$ cat src/rtl/memory_stage_if.sv
// Shared types for the MEM stage and the valid/data_ok data-bus interface it drives.
// The package lives here so that it is compiled before both the interface and the stage.
package memory_stage_pkg;

    localparam int unsigned DATA_W = 32;
    localparam int unsigned REG_W  = 5;

    typedef logic [REG_W-1:0] creg_addr_t;

    typedef struct packed {
        logic              mem_to_reg;
        logic              mem_write;
        logic              reg_write;
        logic              reg_dst;
        logic [DATA_W-1:0] alu_result;
        creg_addr_t        rt;
        creg_addr_t        rd;
    } execute_data_t;

endpackage

interface memory_stage_if;
    import memory_stage_pkg::*;

    logic              dreq_valid;
    logic              dreq_write;
    logic [DATA_W-1:0] dreq_addr;
    logic [DATA_W-1:0] dreq_wdata;
    logic [3:0]        dreq_strobe;
    logic              dresp_data_ok;
    logic [DATA_W-1:0] dresp_rdata;

    modport master (
        output dreq_valid, dreq_write, dreq_addr, dreq_wdata, dreq_strobe,
        input  dresp_data_ok, dresp_rdata
    );

    modport slave (
        input  dreq_valid, dreq_write, dreq_addr, dreq_wdata, dreq_strobe,
        output dresp_data_ok, dresp_rdata
    );

endinterface

$ cat src/rtl/memory_stage.sv
// MIPS MEM stage: issues LW/SW on the data bus, stalls upstream until completion,
// and produces a one-cycle registered writeback; flags misaligned accesses and bus timeouts.
module memory_stage
    import memory_stage_pkg::*;
#(
    parameter int unsigned TIMEOUT_CYCLES = 255
) (
    input  logic                clk,
    input  logic                reset,
    input  logic                mem_enable,
    input  execute_data_t       execute_data_reg,
    input  logic [DATA_W-1:0]   store_data,
    output logic                stall,
    memory_stage_if.master      dbus,
    output logic                wb_we,
    output creg_addr_t          wb_wa,
    output logic [DATA_W-1:0]   wb_wd,
    output logic                addr_err,
    output logic                bus_err
);

    localparam int unsigned CNT_W = (TIMEOUT_CYCLES > 1) ? $clog2(TIMEOUT_CYCLES) : 1;
    localparam logic [CNT_W-1:0] CNT_LAST = CNT_W'(TIMEOUT_CYCLES - 1);

    localparam logic [0:0] IDLE = 1'b0;
    localparam logic [0:0] REQ  = 1'b1;

    logic [0:0]        state_q,   state_d;
    logic [CNT_W-1:0]  cnt_q,     cnt_d;
    execute_data_t     op_q,      op_d;
    logic [DATA_W-1:0] wdata_q,   wdata_d;

    // One-entry holding slot for a non-memory op captured on the same edge a memory op retires.
    logic              pend_vld_q, pend_vld_d;
    logic              pend_we_q,  pend_we_d;
    creg_addr_t        pend_wa_q,  pend_wa_d;
    logic [DATA_W-1:0] pend_wd_q,  pend_wd_d;

    logic              wb_we_q,    wb_we_d;
    creg_addr_t        wb_wa_q,    wb_wa_d;
    logic [DATA_W-1:0] wb_wd_q,    wb_wd_d;
    logic              addr_err_q, addr_err_d;
    logic              bus_err_q,  bus_err_d;

    logic              req_active;
    logic              capture;
    logic              in_mem;
    logic              in_misaligned;
    creg_addr_t        in_wa;
    creg_addr_t        op_wa;
    logic              slot_busy;

    assign req_active = (state_q == REQ);
    assign stall      = req_active && !dbus.dresp_data_ok;

    // Bus request fields are driven from the captured op and forced idle outside REQ.
    assign dbus.dreq_valid  = req_active;
    assign dbus.dreq_write  = req_active && op_q.mem_write;
    assign dbus.dreq_addr   = req_active ? op_q.alu_result : '0;
    assign dbus.dreq_wdata  = (req_active && op_q.mem_write) ? wdata_q : '0;
    assign dbus.dreq_strobe = (req_active && op_q.mem_write) ? 4'hF : 4'h0;

    assign wb_we    = wb_we_q;
    assign wb_wa    = wb_wa_q;
    assign wb_wd    = wb_wd_q;
    assign addr_err = addr_err_q;
    assign bus_err  = bus_err_q;

    // Next-state and registered-output logic.
    always_comb begin
        state_d    = state_q;
        cnt_d      = cnt_q;
        op_d       = op_q;
        wdata_d    = wdata_q;
        pend_vld_d = 1'b0;
        pend_we_d  = pend_we_q;
        pend_wa_d  = pend_wa_q;
        pend_wd_d  = pend_wd_q;
        wb_we_d    = 1'b0;
        wb_wa_d    = '0;
        wb_wd_d    = '0;
        addr_err_d = 1'b0;
        bus_err_d  = 1'b0;
        slot_busy  = 1'b0;

        capture       = mem_enable && !stall;
        in_mem        = execute_data_reg.mem_to_reg | execute_data_reg.mem_write;
        in_misaligned = |execute_data_reg.alu_result[1:0];
        in_wa         = execute_data_reg.reg_dst ? execute_data_reg.rd : execute_data_reg.rt;
        op_wa         = op_q.reg_dst ? op_q.rd : op_q.rt;

        case (state_q)
            IDLE: begin
                if (pend_vld_q) begin
                    wb_we_d   = pend_we_q;
                    wb_wa_d   = pend_wa_q;
                    wb_wd_d   = pend_wd_q;
                    slot_busy = 1'b1;
                end
            end
            REQ: begin
                if (dbus.dresp_data_ok) begin
                    wb_we_d   = op_q.reg_write & ~op_q.mem_write;
                    wb_wa_d   = op_wa;
                    wb_wd_d   = op_q.mem_to_reg ? dbus.dresp_rdata : op_q.alu_result;
                    slot_busy = 1'b1;
                    state_d   = IDLE;
                    cnt_d     = '0;
                end else if (cnt_q == CNT_LAST) begin
                    bus_err_d = 1'b1;
                    state_d   = IDLE;
                    cnt_d     = '0;
                end else begin
                    cnt_d = cnt_q + CNT_W'(1);
                end
            end
            default: begin
                state_d = IDLE;
                cnt_d   = '0;
            end
        endcase

        // A new op may enter from IDLE or on the retire edge of a bus access.
        if (capture) begin
            op_d    = execute_data_reg;
            wdata_d = store_data;
            if (!in_mem) begin
                if (slot_busy) begin
                    pend_vld_d = 1'b1;
                    pend_we_d  = execute_data_reg.reg_write;
                    pend_wa_d  = in_wa;
                    pend_wd_d  = execute_data_reg.alu_result;
                end else begin
                    wb_we_d = execute_data_reg.reg_write;
                    wb_wa_d = in_wa;
                    wb_wd_d = execute_data_reg.alu_result;
                end
            end else if (in_misaligned) begin
                addr_err_d = 1'b1;
            end else begin
                state_d = REQ;
                cnt_d   = '0;
            end
        end
    end

    // State and output registers.
    always_ff @(posedge clk) begin
        if (reset) begin
            state_q    <= IDLE;
            cnt_q      <= '0;
            op_q       <= '0;
            wdata_q    <= '0;
            pend_vld_q <= 1'b0;
            pend_we_q  <= 1'b0;
            pend_wa_q  <= '0;
            pend_wd_q  <= '0;
            wb_we_q    <= 1'b0;
            wb_wa_q    <= '0;
            wb_wd_q    <= '0;
            addr_err_q <= 1'b0;
            bus_err_q  <= 1'b0;
        end else begin
            state_q    <= state_d;
            cnt_q      <= cnt_d;
            op_q       <= op_d;
            wdata_q    <= wdata_d;
            pend_vld_q <= pend_vld_d;
            pend_we_q  <= pend_we_d;
            pend_wa_q  <= pend_wa_d;
            pend_wd_q  <= pend_wd_d;
            wb_we_q    <= wb_we_d;
            wb_wa_q    <= wb_wa_d;
            wb_wd_q    <= wb_wd_d;
            addr_err_q <= addr_err_d;
            bus_err_q  <= bus_err_d;
        end
    end

endmodule

$ cat src/flat_wrapper.sv
// flat-port wrapper written by rule: the top's interface ports become plain ports
module memory_stage_flat import memory_stage_pkg::*;
#(
    parameter int unsigned TIMEOUT_CYCLES = 255
)
  (clk, reset, mem_enable, execute_data_reg, store_data, stall, wb_we, wb_wa, wb_wd, addr_err, bus_err, dbus_dreq_valid, dbus_dreq_write, dbus_dreq_addr, dbus_dreq_wdata, dbus_dreq_strobe, dbus_dresp_data_ok, dbus_dresp_rdata);
  memory_stage_if dbus_i ();
  input  logic clk;
  input  logic reset;
  input  logic mem_enable;
  input  execute_data_t execute_data_reg;
  input  logic [DATA_W-1:0] store_data;
  output logic stall;
  output logic wb_we;
  output creg_addr_t wb_wa;
  output logic [DATA_W-1:0] wb_wd;
  output logic addr_err;
  output logic bus_err;
  output wire logic [$bits(dbus_i.dreq_valid)-1:0] dbus_dreq_valid;
  output wire logic [$bits(dbus_i.dreq_write)-1:0] dbus_dreq_write;
  output wire logic [$bits(dbus_i.dreq_addr)-1:0] dbus_dreq_addr;
  output wire logic [$bits(dbus_i.dreq_wdata)-1:0] dbus_dreq_wdata;
  output wire logic [$bits(dbus_i.dreq_strobe)-1:0] dbus_dreq_strobe;
  input wire logic [$bits(dbus_i.dresp_data_ok)-1:0] dbus_dresp_data_ok;
  input wire logic [$bits(dbus_i.dresp_rdata)-1:0] dbus_dresp_rdata;
  assign dbus_dreq_valid = dbus_i.dreq_valid;
  assign dbus_dreq_write = dbus_i.dreq_write;
  assign dbus_dreq_addr = dbus_i.dreq_addr;
  assign dbus_dreq_wdata = dbus_i.dreq_wdata;
  assign dbus_dreq_strobe = dbus_i.dreq_strobe;
  assign dbus_i.dresp_data_ok = dbus_dresp_data_ok;
  assign dbus_i.dresp_rdata = dbus_dresp_rdata;
  memory_stage #(.TIMEOUT_CYCLES(TIMEOUT_CYCLES)) u_core (.clk(clk), .reset(reset), .mem_enable(mem_enable), .execute_data_reg(execute_data_reg), .store_data(store_data), .stall(stall), .dbus(dbus_i), .wb_we(wb_we), .wb_wa(wb_wa), .wb_wd(wb_wd), .addr_err(addr_err), .bus_err(bus_err));
endmodule
$ cat config.mk
export PLATFORM = sky130hd
export DESIGN_NAME = memory_stage_flat
export DESIGN_NICKNAME = d
export VERILOG_FILES = /design/src/rtl/memory_stage_if.sv /design/src/rtl/memory_stage.sv /design/src/flat_wrapper.sv
export SDC_FILE = /design/constraint.sdc
export NUM_CORES = 1
export LEC_CHECK = 0
export CORE_UTILIZATION = 35
export CTS_CLUSTER_SIZE = 24
export DETAILED_ROUTE_END_ITERATION = 6
export PLACE_DENSITY_LB_ADDON = 0.05
export SETUP_SLACK_MARGIN = 0.4
export SLEW_MARGIN = 20
export SYNTH_ARGS = -nofsm -noshare
export SYNTH_HDL_FRONTEND = slang
export SYNTH_SLANG_ARGS = --single-unit
$ cat constraint.sdc
create_clock -name clk -period 2.7 [get_ports clk]
set_input_delay 0.405 -clock clk [delete_from_list [all_inputs] [get_ports clk]]
set_output_delay 0.405 -clock clk [all_outputs]
set_load 0.02 [all_outputs]
==> flow_metrics.py <==
metrics = {
    "floorplanning": {
        "coreArea_um2": 19500,
        "design.die.area_um2": 20600,
        "ioPinCount": 225,
        "initial_core_util": 0.359,
        "die_h_um": 143,
        "die_x_um": 143,
        "rows": 51,
    },
    "setup_path": {
        "crit_required_ns": 2.30,
        "r2r_start": "u_core.dbus.dreq_valid",
        "cp-start-kind": "flop",
        "slowest_delay_ns": 0.61,
        "cpMaxStageDelayCell": "clkdlybuf4s50_1",
        "crit_family": "buffers and inverters",
        "crit_type": "reg2out",
        "cp-startpoint": "u_core.dbus.dreq_valid",
        "r2r_cells": 6,
        "r2r_slack_ns": 0.84,
        "crit_buf_inv": 2,
        "cp.depth": 3,
        "cp-end-kind": "output pin",
        "crit_end": "dbus_dreq_addr[31]",
        "crit_arrival_ns": 1.82,
        "path_max_fanout": 34,
        "rr_endpoint": "u_core.pend_wa_q[0]",
        "crit_chain": "buf_12 > and2_1 > clkdlybuf4s50_1",
    },
    "yosys": {
        "syn-cell-area_um2": 7010,
        "synth-edff-count": 0,
        "synth_top_area_frac": 0.474,
        "yosysMostFrequentCell": "nand2_1",
        "synthArstFlopShare": 0,
        "synth_warnings": 0,
        "synth_area_leaders": "dfxtp_1 47%, nand2_1 12%, a21oi_1 8.5%",
        "synth_flop_cell": "dfxtp_1",
        "synth.largest_area_cell": "dfxtp_1",
        "ys_types": 43,
        "ys_seq_elements": 166,
        "syn_avg_cell_area_um2": 8.36,
        "syn_nets": 954,
        "yosysSeqAreaShare": 0.474,
        "synth_cells": 838,
        "synthTopCellsByCount": "228 x nand2_1, 166 x dfxtp_1, 119 x a21oi_1",
    },
    "clock_tree": {
        "clock_sinks": 166,
        "cts-hold-fix-buffers": 0,
        "h-tree-depth": 4,
        "clk_pin_slew_ns": 0.06,
        "max-clock-path-buffers": 2,
        "clkLatencyLatePin_ns": 0.42,
        "numCtsBuffers": 17,
        "cts_tree": "built",
        "cts-root-buf": "clkbuf_16",
    },
    "placed_design": {
        "portBuffers": 224,
        "dpl-instance-area_um2": 9390,
        "dp_hpwl_um": 13000,
        "place_congestion": 0.849,
    },
    "routing": {
        "wl_per_cell_um": 16.2,
        "vias_per_cell": 4.99,
        "ant_nets": 0,
        "first_pass_iters": 7,
        "drtIter0Drc": 561,
        "dr_total_vias": 6481,
        "route.detailed.drc": 2,
        "wl_um": 21100,
    },
    "global_route": {
        "antenna_found_initial": 0,
        "grt_pass1_wl_um": 33100,
        "grt_pass1_vias": 6175,
        "grt_util_all_layers": 0.207,
        "grt_overflow_total": 0,
        "grt_max_degree": 99,
    },
    "worst_hold_path": {
        "hp-class": "in2reg",
    },
    "run": {
        "maxCapViolCount": 0,
    },
    "timing": {
        "fin_tns_setup_ns": 0,
        "maxSlewHeadroom": 0.632,
        "hold_viol": 0,
        "period_share": 0.825,
        "finClkSkew_ns": 0.00639,
        "rsz0062_at_grt": "false",
        "max_freq_ghz": 0.449,
        "maxSlewViolCount": 0,
        "min_period_ns": 2.23,
        "worst_pin_slew_ns": 0.550,
        "setup_viol": 0,
    },
    "cells_and_area": {
        "register_area_um2": 3330,
        "nets": 1137,
        "n_antenna_cell": 0,
        "utilization": 0.517,
        "multiInputGateArea_um2": 3260,
        "area_delta_synth_final_pct": 44.2,
        "stdcell_area_um2": 10100,
        "nFillCells": 1922,
        "drive_gt1_frac": 0.0996,
    },
    "outcome": {
        "status": "finished, violations left",
        "violations": "DRC",
    },
    "power_and_ir_drop": {
        "p_per_area_nw_per_um2": 574,
        "irDropWorstVdd_mv": 0.429,
        "p_total_w": 0.00580,
        "p_leak_nw": 4.15,
    },
}
==> flip-flops by register name, indices dropped and copies added (netlist names), 5 cells and up <==
register	cells
u_core.op_q	46
u_core.pend_wd_q	32
u_core.wb_wd	32
u_core.wdata_q	32
u_core.cnt_q	8
u_core.pend_wa_q	5
u_core.wb_wa	5
==> power breakdown <==
part	leakage (nW)	switching, W	total, W	internal [W]
sequential	1.35	0.0000428	0.00257	0.00253
clock	0.303	0.00101	0.00264	0.00163
combinational	2.49	0.000281	0.000587	0.000306
total	4.15	0.00133	0.00580	0.00447
==> cells by family after synthesis <==
| group | Yosys count | synth area share |
|---|---|---|
| mux | 43 | 0.0689 |
| fa+ha+maj | 2 | 0.00357 |
| buf+inv | 81 | 0.0634 |
| simple gates | 375 | 0.234 |
| flops | 166 | 0.474 |
| compound gates | 171 | 0.156 |
==> layout by cell type, fill, tap and decap left out, types with 4 or more instances in the layout <==
master           instances
nand2_1                228
clkdlybuf4s50_1        197
dfxtp_1                164
a21oi_1                119
nor2_1                  55
mux2_2                  42
a222oi_1                38
and2_1                  33
and3_1                  33
dlymetal6s2s_1          20
clkbuf_16               17
buf_4                    9
nor3_1                   8
buf_12                   8
dlygate4sd2_1            6
bufinv_16                4
==> stage by stage <==
| step | hold WS (ns) | worst slack [ns] | cells |
|---|---|---|---|
| 6_report | 0.412 | 0.472 | 1299 |
| 3_5_place_dp | 0.443 | 0.370 | 1266 |
| 4_1_cts | 0.394 | 0.411 | 1299 |
| 5_1_grt | 0.417 | 0.402 | 1299 |
| 2_1_floorplan | 0.432 | 0.735 | 838 |
| 3_3_place_gp | 0.438 | 0.379 | 1266 |
==> what timing repair did <==
item	in CTS	in global routing
endpoints found under the setup margin	65	33
resized for setup	9	21
setup buffers	1	0
==> per-layer routing <==
metal / wire length [µm] / GRT usage / share of wire
met1: 9300 / 0.262 / 0.44
met5: 0 / 0 / 0
met2: 9630 / 0.329 / 0.46
met4: 297 / 0.0672 / 0.014
met3: 1840 / 0.0730 / 0.087
==> cell type report <==
cell class	instances	share of cell area
inverters	3	0.00111
well taps	265	0.0328
clock buffers	22	0.0470
repair buffers	242	0.250
flip-flops and latches	166	0.330
multi-input cells	591	0.322
clock inverters	10	0.0167
==> worst min path at each step <==
stage | startpoint | end | slack, ns | cells past startpoint
finish | reset | u_core.wb_wd[22] | 0.41 | 2
global route | reset | u_core.wb_wd[24] | 0.42 | 2
CTS | reset | u_core.wb_wd[22] | 0.39 | 2
detailed placement | u_core.op_q[2] | u_core.op_q[2] | 0.44 | 2
global placement | u_core.wdata_q[30] | u_core.wdata_q[30] | 0.44 | 2
floorplan | u_core.op_q[43] | u_core.op_q[43] | 0.43 | 2
Power figures use the tool's default switching activity.
